**src/rtl/camera_timing_probe_pkg.sv**
```systemverilog
// Shared constants and helpers for the camera timing probe: measurement
// indices, the block ID word and a saturating 32-bit increment.
package camera_probe_pkg;

    localparam int MEAS_ROWLEN_LINES = 0;
    localparam int MEAS_BYTE_RATE    = 1;
    localparam int MEAS_FRAME_BYTES  = 2;
    localparam int MEAS_FPS_LINES    = 3;
    localparam int MEAS_FRAME_CLKS   = 4;
    localparam int MEAS_ROWLEN_FPS   = 5;
    localparam int MEAS_ERR_COUNT    = 6;
    localparam int MEAS_ID           = 7;
    localparam int MEAS_MAP_SIZE     = 8;

    localparam logic [31:0] PROBE_ID = 32'hCA3E_0001;

    // Holds at all-ones instead of wrapping to zero.
    function automatic logic [31:0] sat_inc(input logic [31:0] value);
        return (&value) ? value : value + 32'd1;
    endfunction

endpackage

```
**src/rtl/camera_timing_probe_sync_edge_detect.sv**
```systemverilog
// Polarity-normalising edge detector for an already-synchronised strobe.
// rise = inactive->active, fall = active->inactive, both combinational pulses.
module sync_edge_detect #(
    parameter bit ACTIVE_HIGH = 1'b1
) (
    input  logic i_clk,
    input  logic i_rst,
    input  logic i_sig,
    output logic o_rise,
    output logic o_fall
);

    logic w_active;
    logic r_prev_active;

    assign w_active = ACTIVE_HIGH ? i_sig : ~i_sig;

    // The previous level resets to inactive so a held-active input only ever
    // produces a rise, never a spurious fall, when reset is released.
    always_ff @(posedge i_clk or posedge i_rst) begin
        if (i_rst) begin
            r_prev_active <= 1'b0;
        end else begin
            r_prev_active <= w_active;
        end
    end

    assign o_rise = w_active & ~r_prev_active;
    assign o_fall = ~w_active & r_prev_active;

endmodule

```
**src/rtl/camera_timing_probe.sv**
```systemverilog
// Camera stream timing probe: measures line/frame geometry and rates, and
// holds one selected measurement as a 32-bit word for a display or probe.
module camera_timing_probe
    import camera_probe_pkg::*;
#(
    parameter int NUM_MEAS       = 8,
    parameter bit HS_ACTIVE_HIGH = 1'b1,
    parameter bit VS_ACTIVE_HIGH = 1'b1,
    parameter int FIELD_W        = 16
) (
    input  logic                        clk_in,
    input  logic                        rst_in,
    input  logic                        valid_byte_in,
    input  logic                        hsync_in,
    input  logic                        vsync_in,
    input  logic                        tick_in,
    input  logic                        snapshot_in,
    input  logic                        freeze_in,
    input  logic [$clog2(NUM_MEAS)-1:0] sel_in,
    output logic [31:0]                 display_out,
    output logic                        latched_out,
    output logic                        stale_out
);

    localparam int SEL_W     = $clog2(NUM_MEAS);
    localparam int MAP_DEPTH = 1 << SEL_W;

    function automatic logic [FIELD_W-1:0] sat_field(input logic [FIELD_W-1:0] value);
        return (&value) ? value : value + 1'b1;
    endfunction

    logic w_line_end;
    logic w_frame_start;
    logic w_unused_edges;
    logic w_hs_rise;
    logic w_vs_fall;

    sync_edge_detect #(.ACTIVE_HIGH(HS_ACTIVE_HIGH)) u_hs_edge (
        .i_clk  (clk_in),
        .i_rst  (rst_in),
        .i_sig  (hsync_in),
        .o_rise (w_hs_rise),
        .o_fall (w_line_end)
    );

    sync_edge_detect #(.ACTIVE_HIGH(VS_ACTIVE_HIGH)) u_vs_edge (
        .i_clk  (clk_in),
        .i_rst  (rst_in),
        .i_sig  (vsync_in),
        .o_rise (w_frame_start),
        .o_fall (w_vs_fall)
    );

    assign w_unused_edges = w_hs_rise | w_vs_fall;

    logic [FIELD_W-1:0] r_byte_in_line;
    logic [FIELD_W-1:0] r_lines;
    logic [FIELD_W-1:0] r_frames_tick;
    logic [31:0]        r_bytes_frame;
    logic [31:0]        r_clks_frame;
    logic [31:0]        r_bytes_tick;

    logic [FIELD_W-1:0] r_row_len;
    logic [FIELD_W-1:0] r_frame_lines;
    logic [FIELD_W-1:0] r_fps;
    logic [FIELD_W-1:0] r_err_count;
    logic [31:0]        r_frame_bytes;
    logic [31:0]        r_frame_clks;
    logic [31:0]        r_byte_rate;
    logic               r_frame_open;
    logic               r_frame_valid;

    // Final values include a strobe that lands on the same cycle as the boundary.
    logic [FIELD_W-1:0] w_row_final;
    logic [FIELD_W-1:0] w_lines_final;
    logic [FIELD_W-1:0] w_frames_final;
    logic [31:0]        w_bytes_tick_final;

    assign w_row_final        = valid_byte_in ? sat_field(r_byte_in_line) : r_byte_in_line;
    assign w_lines_final      = w_line_end ? sat_field(r_lines) : r_lines;
    assign w_frames_final     = w_frame_start ? sat_field(r_frames_tick) : r_frames_tick;
    assign w_bytes_tick_final = valid_byte_in ? sat_inc(r_bytes_tick) : r_bytes_tick;

    always_ff @(posedge clk_in or posedge rst_in) begin
        if (rst_in) begin
            r_byte_in_line <= '0;
            r_row_len      <= '0;
        end else if (w_line_end) begin
            r_row_len      <= w_row_final;
            r_byte_in_line <= '0;
        end else begin
            r_byte_in_line <= w_row_final;
        end
    end

    always_ff @(posedge clk_in or posedge rst_in) begin
        if (rst_in) begin
            r_lines       <= '0;
            r_bytes_frame <= '0;
            r_clks_frame  <= '0;
            r_frame_lines <= '0;
            r_frame_bytes <= '0;
            r_frame_clks  <= '0;
            r_err_count   <= '0;
            r_frame_open  <= 1'b0;
            r_frame_valid <= 1'b0;
        end else if (w_frame_start) begin
            r_frame_lines <= w_lines_final;
            r_frame_bytes <= r_bytes_frame;
            r_frame_clks  <= r_clks_frame;
            r_lines       <= '0;
            r_bytes_frame <= valid_byte_in ? 32'd1 : 32'd0;
            r_clks_frame  <= 32'd1;
            r_frame_open  <= 1'b1;
            // Only a frame bounded by two frame starts is a valid reference.
            r_frame_valid <= r_frame_open;
            if (r_frame_valid && (w_lines_final != r_frame_lines)) begin
                r_err_count <= sat_field(r_err_count);
            end
        end else begin
            r_lines       <= w_lines_final;
            r_bytes_frame <= valid_byte_in ? sat_inc(r_bytes_frame) : r_bytes_frame;
            r_clks_frame  <= sat_inc(r_clks_frame);
        end
    end

    always_ff @(posedge clk_in or posedge rst_in) begin
        if (rst_in) begin
            r_bytes_tick  <= '0;
            r_frames_tick <= '0;
            r_byte_rate   <= '0;
            r_fps         <= '0;
        end else if (tick_in) begin
            r_byte_rate   <= w_bytes_tick_final;
            r_fps         <= w_frames_final;
            r_bytes_tick  <= '0;
            r_frames_tick <= '0;
        end else begin
            r_bytes_tick  <= w_bytes_tick_final;
            r_frames_tick <= w_frames_final;
        end
    end

    logic [31:0] w_map  [0:MEAS_MAP_SIZE-1];
    logic [31:0] w_meas [0:MAP_DEPTH-1];
    logic [31:0] w_live;

    always_comb begin
        w_map[MEAS_ROWLEN_LINES] = 32'({r_frame_lines, r_row_len});
        w_map[MEAS_BYTE_RATE]    = r_byte_rate;
        w_map[MEAS_FRAME_BYTES]  = r_frame_bytes;
        w_map[MEAS_FPS_LINES]    = 32'({r_fps, r_frame_lines});
        w_map[MEAS_FRAME_CLKS]   = r_frame_clks;
        w_map[MEAS_ROWLEN_FPS]   = 32'({r_row_len, r_fps});
        w_map[MEAS_ERR_COUNT]    = 32'(r_err_count);
        w_map[MEAS_ID]           = PROBE_ID;
    end

    // Selector codes beyond the configured map read as zero.
    for (genvar gi = 0; gi < MAP_DEPTH; gi++) begin : g_meas
        if ((gi < NUM_MEAS) && (gi < MEAS_MAP_SIZE)) begin : g_used
            assign w_meas[gi] = w_map[gi];
        end else begin : g_zero
            assign w_meas[gi] = '0;
        end
    end

    assign w_live = w_meas[sel_in];

    logic        w_latch;
    logic [31:0] r_display;
    logic        r_latched;
    logic        r_stale;

    assign w_latch = snapshot_in | (tick_in & ~freeze_in);

    always_ff @(posedge clk_in or posedge rst_in) begin
        if (rst_in) begin
            r_display <= '0;
            r_latched <= 1'b0;
            r_stale   <= 1'b0;
        end else begin
            r_latched <= w_latch;
            if (w_latch) begin
                r_display <= w_live;
                r_stale   <= 1'b0;
            end else if (w_live != r_display) begin
                r_stale   <= 1'b1;
            end
        end
    end

    assign display_out = r_display;
    assign latched_out = r_latched;
    assign stale_out   = r_stale;

endmodule

```
**config.mk**
```make
export PLATFORM = sky130hd
export DESIGN_NAME = camera_timing_probe
export DESIGN_NICKNAME = d
export VERILOG_FILES = /design/src/rtl/camera_timing_probe_pkg.sv /design/src/rtl/camera_timing_probe_sync_edge_detect.sv /design/src/rtl/camera_timing_probe.sv
export SDC_FILE = /design/constraint.sdc
export NUM_CORES = 1
export LEC_CHECK = 0
export CAP_MARGIN = 20
export CORE_MARGIN = 5
export CORE_UTILIZATION = 63
export CTS_CLUSTER_DIAMETER = 30
export DETAILED_ROUTE_END_ITERATION = 12
export GPL_TIMING_DRIVEN = 0
export PLACE_DENSITY = 0.87
export RECOVER_POWER = 25
export SLEW_MARGIN = 20
export SYNTH_ARGS = -nofsm -noshare
export SYNTH_HDL_FRONTEND = slang
export SYNTH_SLANG_ARGS = --single-unit
```
**constraint.sdc**
```tcl
create_clock -name clk_in -period 28.6 [get_ports clk_in]
set_input_delay 5.72 -clock clk_in [delete_from_list [all_inputs] [get_ports clk_in]]
set_output_delay 5.72 -clock clk_in [all_outputs]
set_load 0.01 [all_outputs]
```
==> qor.yml, run 1 <==
status: "complete, but fails checks"
violations: "max-capacitance violations, max-slew violations"
finalSetupTns_ns: 0
wl_per_cell_um: 22.6
port_buffers: 41
grt_usage_pct: 34.1
dieArea_um2: 30100
powerDensity_nw_per_um2: 70.7
root_buffer: "clkbuf_16"
syn_avg_cell_area_um2: 9.56
vdd_drop_max_mv: 0.0495
leakage_uw: 0.00874
worst_slack_ns: 15.25
cp_slowest_stage_delay_ns: 4.03
via_per_inst: 6.33
hpwl_um: 36200
grt_antenna_before_repair: 3
area_delta_synth_final_pct: 17.3
use_met3_pct: 8.16
layout_min_cycle_time_ns: 13.35
hold_class: "reg -> reg"
met1_usage_pct: 44.2
finClkSkew_ns: 0.0225
ant_nets: 0
layout-drive-gt1-share_pct: 9.20
start_util_pct: 64.2
cp-start-kind: "primary input"
finalSetupViolCount: 0
numCtsBuffers: 59
grt-ovfl-total: 0
synth.distinct_cells: 68
die_width_um: 173
pin_count: 45
finalHoldViolCount: 0
nNetsFinal: 1882
cap_violations: 3
yosys.area.top_type: "dfrtp_1"
fin_crit_sh_pct: 46.7
worst_setup_path_end_kind: "async pin"
critPathKind: "in -> async"
critPathMaxFanout: 110
clock-sinks: 342
slew_headroom_pct: -274
syn_area_um2: 16800
clk_path_buf_depth: 3
wirelength_um: 50900
layout_common_cells: "dfrtp_1 (342), nand2_1 (323), nor2_1 (245), o21ai_0 (109)"
synth_edf_count: 0
grt_first_pass_wirelength_um: 81100
place.gp.congestion: 0.991
grt_max_degree: 111
grtUsageMet2_pct: 55.5
dr.pass1.iters: 6
cts_resized: 0
grt-busiest-layer: "met2"
synth-seq-cells: 342
slowest_stage: "clkbuf_1"
maxSlewViolCount: 277
grt_pass1_vias: 14500
cp.arrival_ns: 12.65
htreeDepth: 2
clk_latency_ns: 0.58
synthFlopType: "dfrtp_1"
ys_warn_count: 0
core_area_um2: 26200
syn-num-nets: 1777
ys_seq_area_share_pct: 50.9
synth_top_area_share_pct: 50.9
drc: 0
syn-instance-count: 1759
fp-row-count: 59
cts.clk_slew.worst_paths_ns: 0.05
cts_tree: "built"
crit_chain: "dlygate4sd3_1 > clkinvlp_2 > clkbuf_1"
rsz0062_at_grt: "false"
dp_slack_ns: 19.33
worst_slew_pin_slew_ns: 5.62
async_reset_ff_share_pct: 100
cts_hold_buf: 0
max_freq_mhz: 74.9
die_h_um: 173
final_common_cell: "dfrtp_1"
vias: 14200
post_cts_buffers: 0
synth.area.top_cells: "dfrtp_1 (51%), nand2_1 (7.2%), nor2_1 (5.5%), xnor2_1 (4.6%), xor2_1 (4.6%)"
critical_path_required_ns: 27.90
drtIter0Drc: 1814
==> worst paths after layout <==
path                         startpoint           endpoint  slack, ns  depth (start not counted)
min                        r_frame_open       r_frame_open       0.47                          1
max reg2reg                  r_lines[0]     r_err_count[1]      24.88                         10
max                              rst_in  r_frames_tick[11]      15.25                          3
min reg2reg                r_frame_open       r_frame_open       0.47                          1
max in group clk_in           sel_in[1]          stale_out      19.81                         10
min in group asynchronous        rst_in        r_lines[13]       6.74                          2
==> cells in the mapped netlist, drive strengths merged, types with 2 or more instances <==
| cell type | instances |
|---|---|
| or3b | 2 |
| buf | 15 |
| nand3 | 57 |
| mux2i | 40 |
| nand2b | 9 |
| nand4 | 49 |
| o311ai | 4 |
| ha | 7 |
| dfrtp | 342 |
| nor2b | 8 |
| nor2 | 246 |
| clkbuf | 72 |
| o221ai | 2 |
| nand3b | 3 |
| and2 | 6 |
| a2111oi | 3 |
| a41oi | 2 |
| inv | 41 |
| or3 | 10 |
| a21oi | 64 |
| o21ai | 109 |
| and3 | 31 |
| o22ai | 8 |
| nand2 | 323 |
| o211ai | 17 |
| xor2 | 88 |
| o21a | 2 |
| mux4 | 32 |
| nand4b | 2 |
| or2 | 5 |
| a311oi | 2 |
| nor3 | 20 |
| nor4 | 17 |
| and4 | 9 |
| or4 | 4 |
| o21bai | 2 |
| xnor2 | 90 |
| a22o | 2 |
==> sequential cells by signal (all words and copies together) (netlist names), 32 cells and up <==
| name | cells |
|---|---|
| r_bytes_frame | 32 |
| display_out | 32 |
| r_bytes_tick | 32 |
| r_clks_frame | 32 |
| r_frame_bytes | 32 |
| r_frame_clks | 32 |
| r_byte_rate | 32 |
==> layout make-up <==
type / instances / area, um^2
clock buffers: 66 / 1520
repair buffers: 44 / 445
well taps: 335 / 419
plain buffers: 87 / 353
inverters: 42 / 159
fillers: 1638 / 6470
diodes: 1 / 2.50
clock inverters: 44 / 523
multi-input cells: 1288 / 7750
flip-flops and latches: 342 / 8560
==> cell families after synthesis <==
kind of cell	after synthesis	synth area share (%)
buffers and inverters	129	3.03
XOR/XNOR	178	9.36
AND/OR/NAND/NOR	805	21.8
adder cells (fa/ha/maj)	7	0.521
flip-flops	342	50.9
AO/OA/AOI/OAI	225	7.73
multiplexers	73	6.73
==> worst max-delay path, delay by kind of cell <==
family                 cells  cell delay [ns]
buffers and inverters      3             6.70
==> power by group <==
part	switching [uW]	internal [uW]
sequential	35.9	511
clock	255	461
combinational	80.7	52.8
==> routing by layer <==
metal	part of all wire [%]	vias to the layer above
li1	-	6197
met1	38	7012
met2	48	830
met3	9.7	191
met4	4.9	2
met5	0.026	-
==> stage by stage <==
step	hold WS (ns)	cell area, um^2	total power, uW	utilization [%]	instances
after global routing	0.478	19700	1440	75.3	2249
after detailed placement	0.452	17700	682	67.7	2138
after floorplan	0.430	16800	626	-	1759
final	0.469	19700	1400	75.3	2249
after CTS	0.467	19800	1400	75.5	2248
after global placement	0.449	17700	674	67.4	2135
Power figures use the tool's default switching activity.
==> run 2, diff against run 1 <==
CORE_UTILIZATION = 56   (was 63)
PLACE_DENSITY = 0.82   (was 0.87)
clock period = 12.1 ns   (was 28.6 ns; I/O delays follow)
==> qor.yml, run 2 (same netlist as run 1, synthesis figures left out) <==
cap_violations: 1
drc: 0
worst_slack_ns: 6.33
dieArea_um2: 33600
power.share.sequential_pct: 36.6
powerDensity_nw_per_um2: 174
finalSetupViolCount: 0
violations: "max-capacitance violations, max-slew violations"
max_freq_mhz: 173
die_width_um: 183
slew_headroom_pct: -12.6
critical_path_required_ns: 12.52
cts_hold_buf: 0
finalHoldViolCount: 0
grt_first_pass_wirelength_um: 79700
cp-start-kind: "primary input"
layout-drive-gt1-share_pct: 9.88
worst_slew_pin_slew_ns: 1.68
port_buffers: 41
grt-ovfl-total: 0
hpwl_um: 35700
grt_pass1_vias: 14400
htreeDepth: 3
place.gp.congestion: 1.03
layout_common_cells: "dfrtp_1 (342), nand2_1 (323), nor2_1 (245), o21ai_0 (109)"
wirelength_um: 50200
p_int_uw: 2570
cts.clk_slew.worst_paths_ns: 0.05
status: "complete, but fails checks"
clock-sinks: 342
grt_max_degree: 111
power_switching_uw: 935
met3_length_um: 4760
rrSetupSlack_ns: 8.41
rsz0062_at_grt: "false"
clk_path_buf_depth: 3
root_buffer: "clkbuf_16"
numCtsBuffers: 66
routedLengthMet1_um: 19300
final_common_cell: "dfrtp_1"
start_util_pct: 56.8
layout_min_cycle_time_ns: 5.77
via_per_inst: 6.08
clkPwrFrac_pct: 54.3
grt_antenna_before_repair: 0
cts_tree: "built"
worst_setup_path_end_kind: "register"
ant_nets: 0
n_antenna_cell: 0
leakage_uw: 0.00893
vias: 14100
nFillCells: 2095
pwr-share-comb_pct: 9.1
die_h_um: 183
routed.top_layer: "met4"
total_power_uw: 3510
nNetsFinal: 1889
dr.pass1.iters: 8
fin_crit_sh_pct: 47.7
seq_area_um2: 8560
cts_resized: 0
pin_count: 45
area_delta_synth_final_pct: 19.7
multi_input_comb_area_um2: 7750
maxSlewViolCount: 33
finClkSkew_ns: 0.0193
min_delay_path_depth: 2
clk_latency_ns: 0.56
drtIter0Drc: 1587
critPathMaxFanout: 10
grt_usage_pct: 30.3
switching_share_pct: 26.7
core_area_um2: 29600
wl_met2_um: 23200
reg2regPathDepth: 10
critPathKind: "in -> reg"
cp.arrival_ns: 6.19
vdd_drop_max_mv: 0.102
wl_per_cell_um: 21.7
fp-row-count: 63
hold_class: "reg -> reg"
post_cts_buffers: 0
dp_slack_ns: 6.02
==> run 2: layer usage <==
layer | vias up | track usage [%]
li1 | 6224 | -
met1 | 6880 | 39.5
met2 | 774 | 47.9
met3 | 189 | 7.00
met4 | 0 | 15.7
met5 | - | 0
==> run 2: area by class of cell <==
class	count	share of cell area [%]
plain buffers	87	1.75
clock buffers	78	8.93
clock inverters	43	2.66
inverters	42	0.789
multi-input cells	1288	38.5
flip-flops and latches	342	42.5
well taps	390	2.42
repair buffers	44	2.45
==> run 2: metrics by stage <==
step / instances / hold slack (ns) / area, um^2 / util, % / TNS, ns
floorplan: 1759 / 0.430 / 16800 / - / 0
global placement: 2190 / 0.443 / 17700 / 59.8 / -1198.95
detailed placement: 2193 / 0.470 / 17800 / 60.1 / 0
CTS: 2314 / 0.481 / 20100 / 68.0 / 0
global route: 2314 / 0.507 / 20100 / 68.0 / 0
finish: 2314 / 0.488 / 20100 / 68.0 / 0
==> run 2: critical path, cell delays in order <==
cell	delay (ns)
clkdlybuf4s50_1	0.58
buf_1	0.48
clkbuf_1	0.57
buf_1	0.55
mux2i_1	0.18
o211ai_1	0.39
o21ai_0	0.36
xnor2_1	0.23
nor4_1	0.31
a21oi_1	0.12
==> run 2: power groups by stage <==
stage	logic [uW]	registers, uW	clock network [uW]
2_1_floorplan	202	1280	0
3_3_place_gp	297	1300	0
3_5_place_dp	310	1300	0
4_1_cts	318	1280	1920
5_1_grt	350	1290	1980
6_report	320	1280	1900
==> run 2: final timing paths <==
path	to	start
hold / removal	r_frame_clks[0]	r_frame_clks[0]
hold reg to reg	r_frame_clks[0]	r_frame_clks[0]
max in group asynchronous	r_frame_clks[20]	rst_in
min in group asynchronous	r_bytes_frame[4]	rst_in
setup / recovery	stale_out	sel_in[1]
setup reg to reg	r_err_count[1]	r_lines[0]
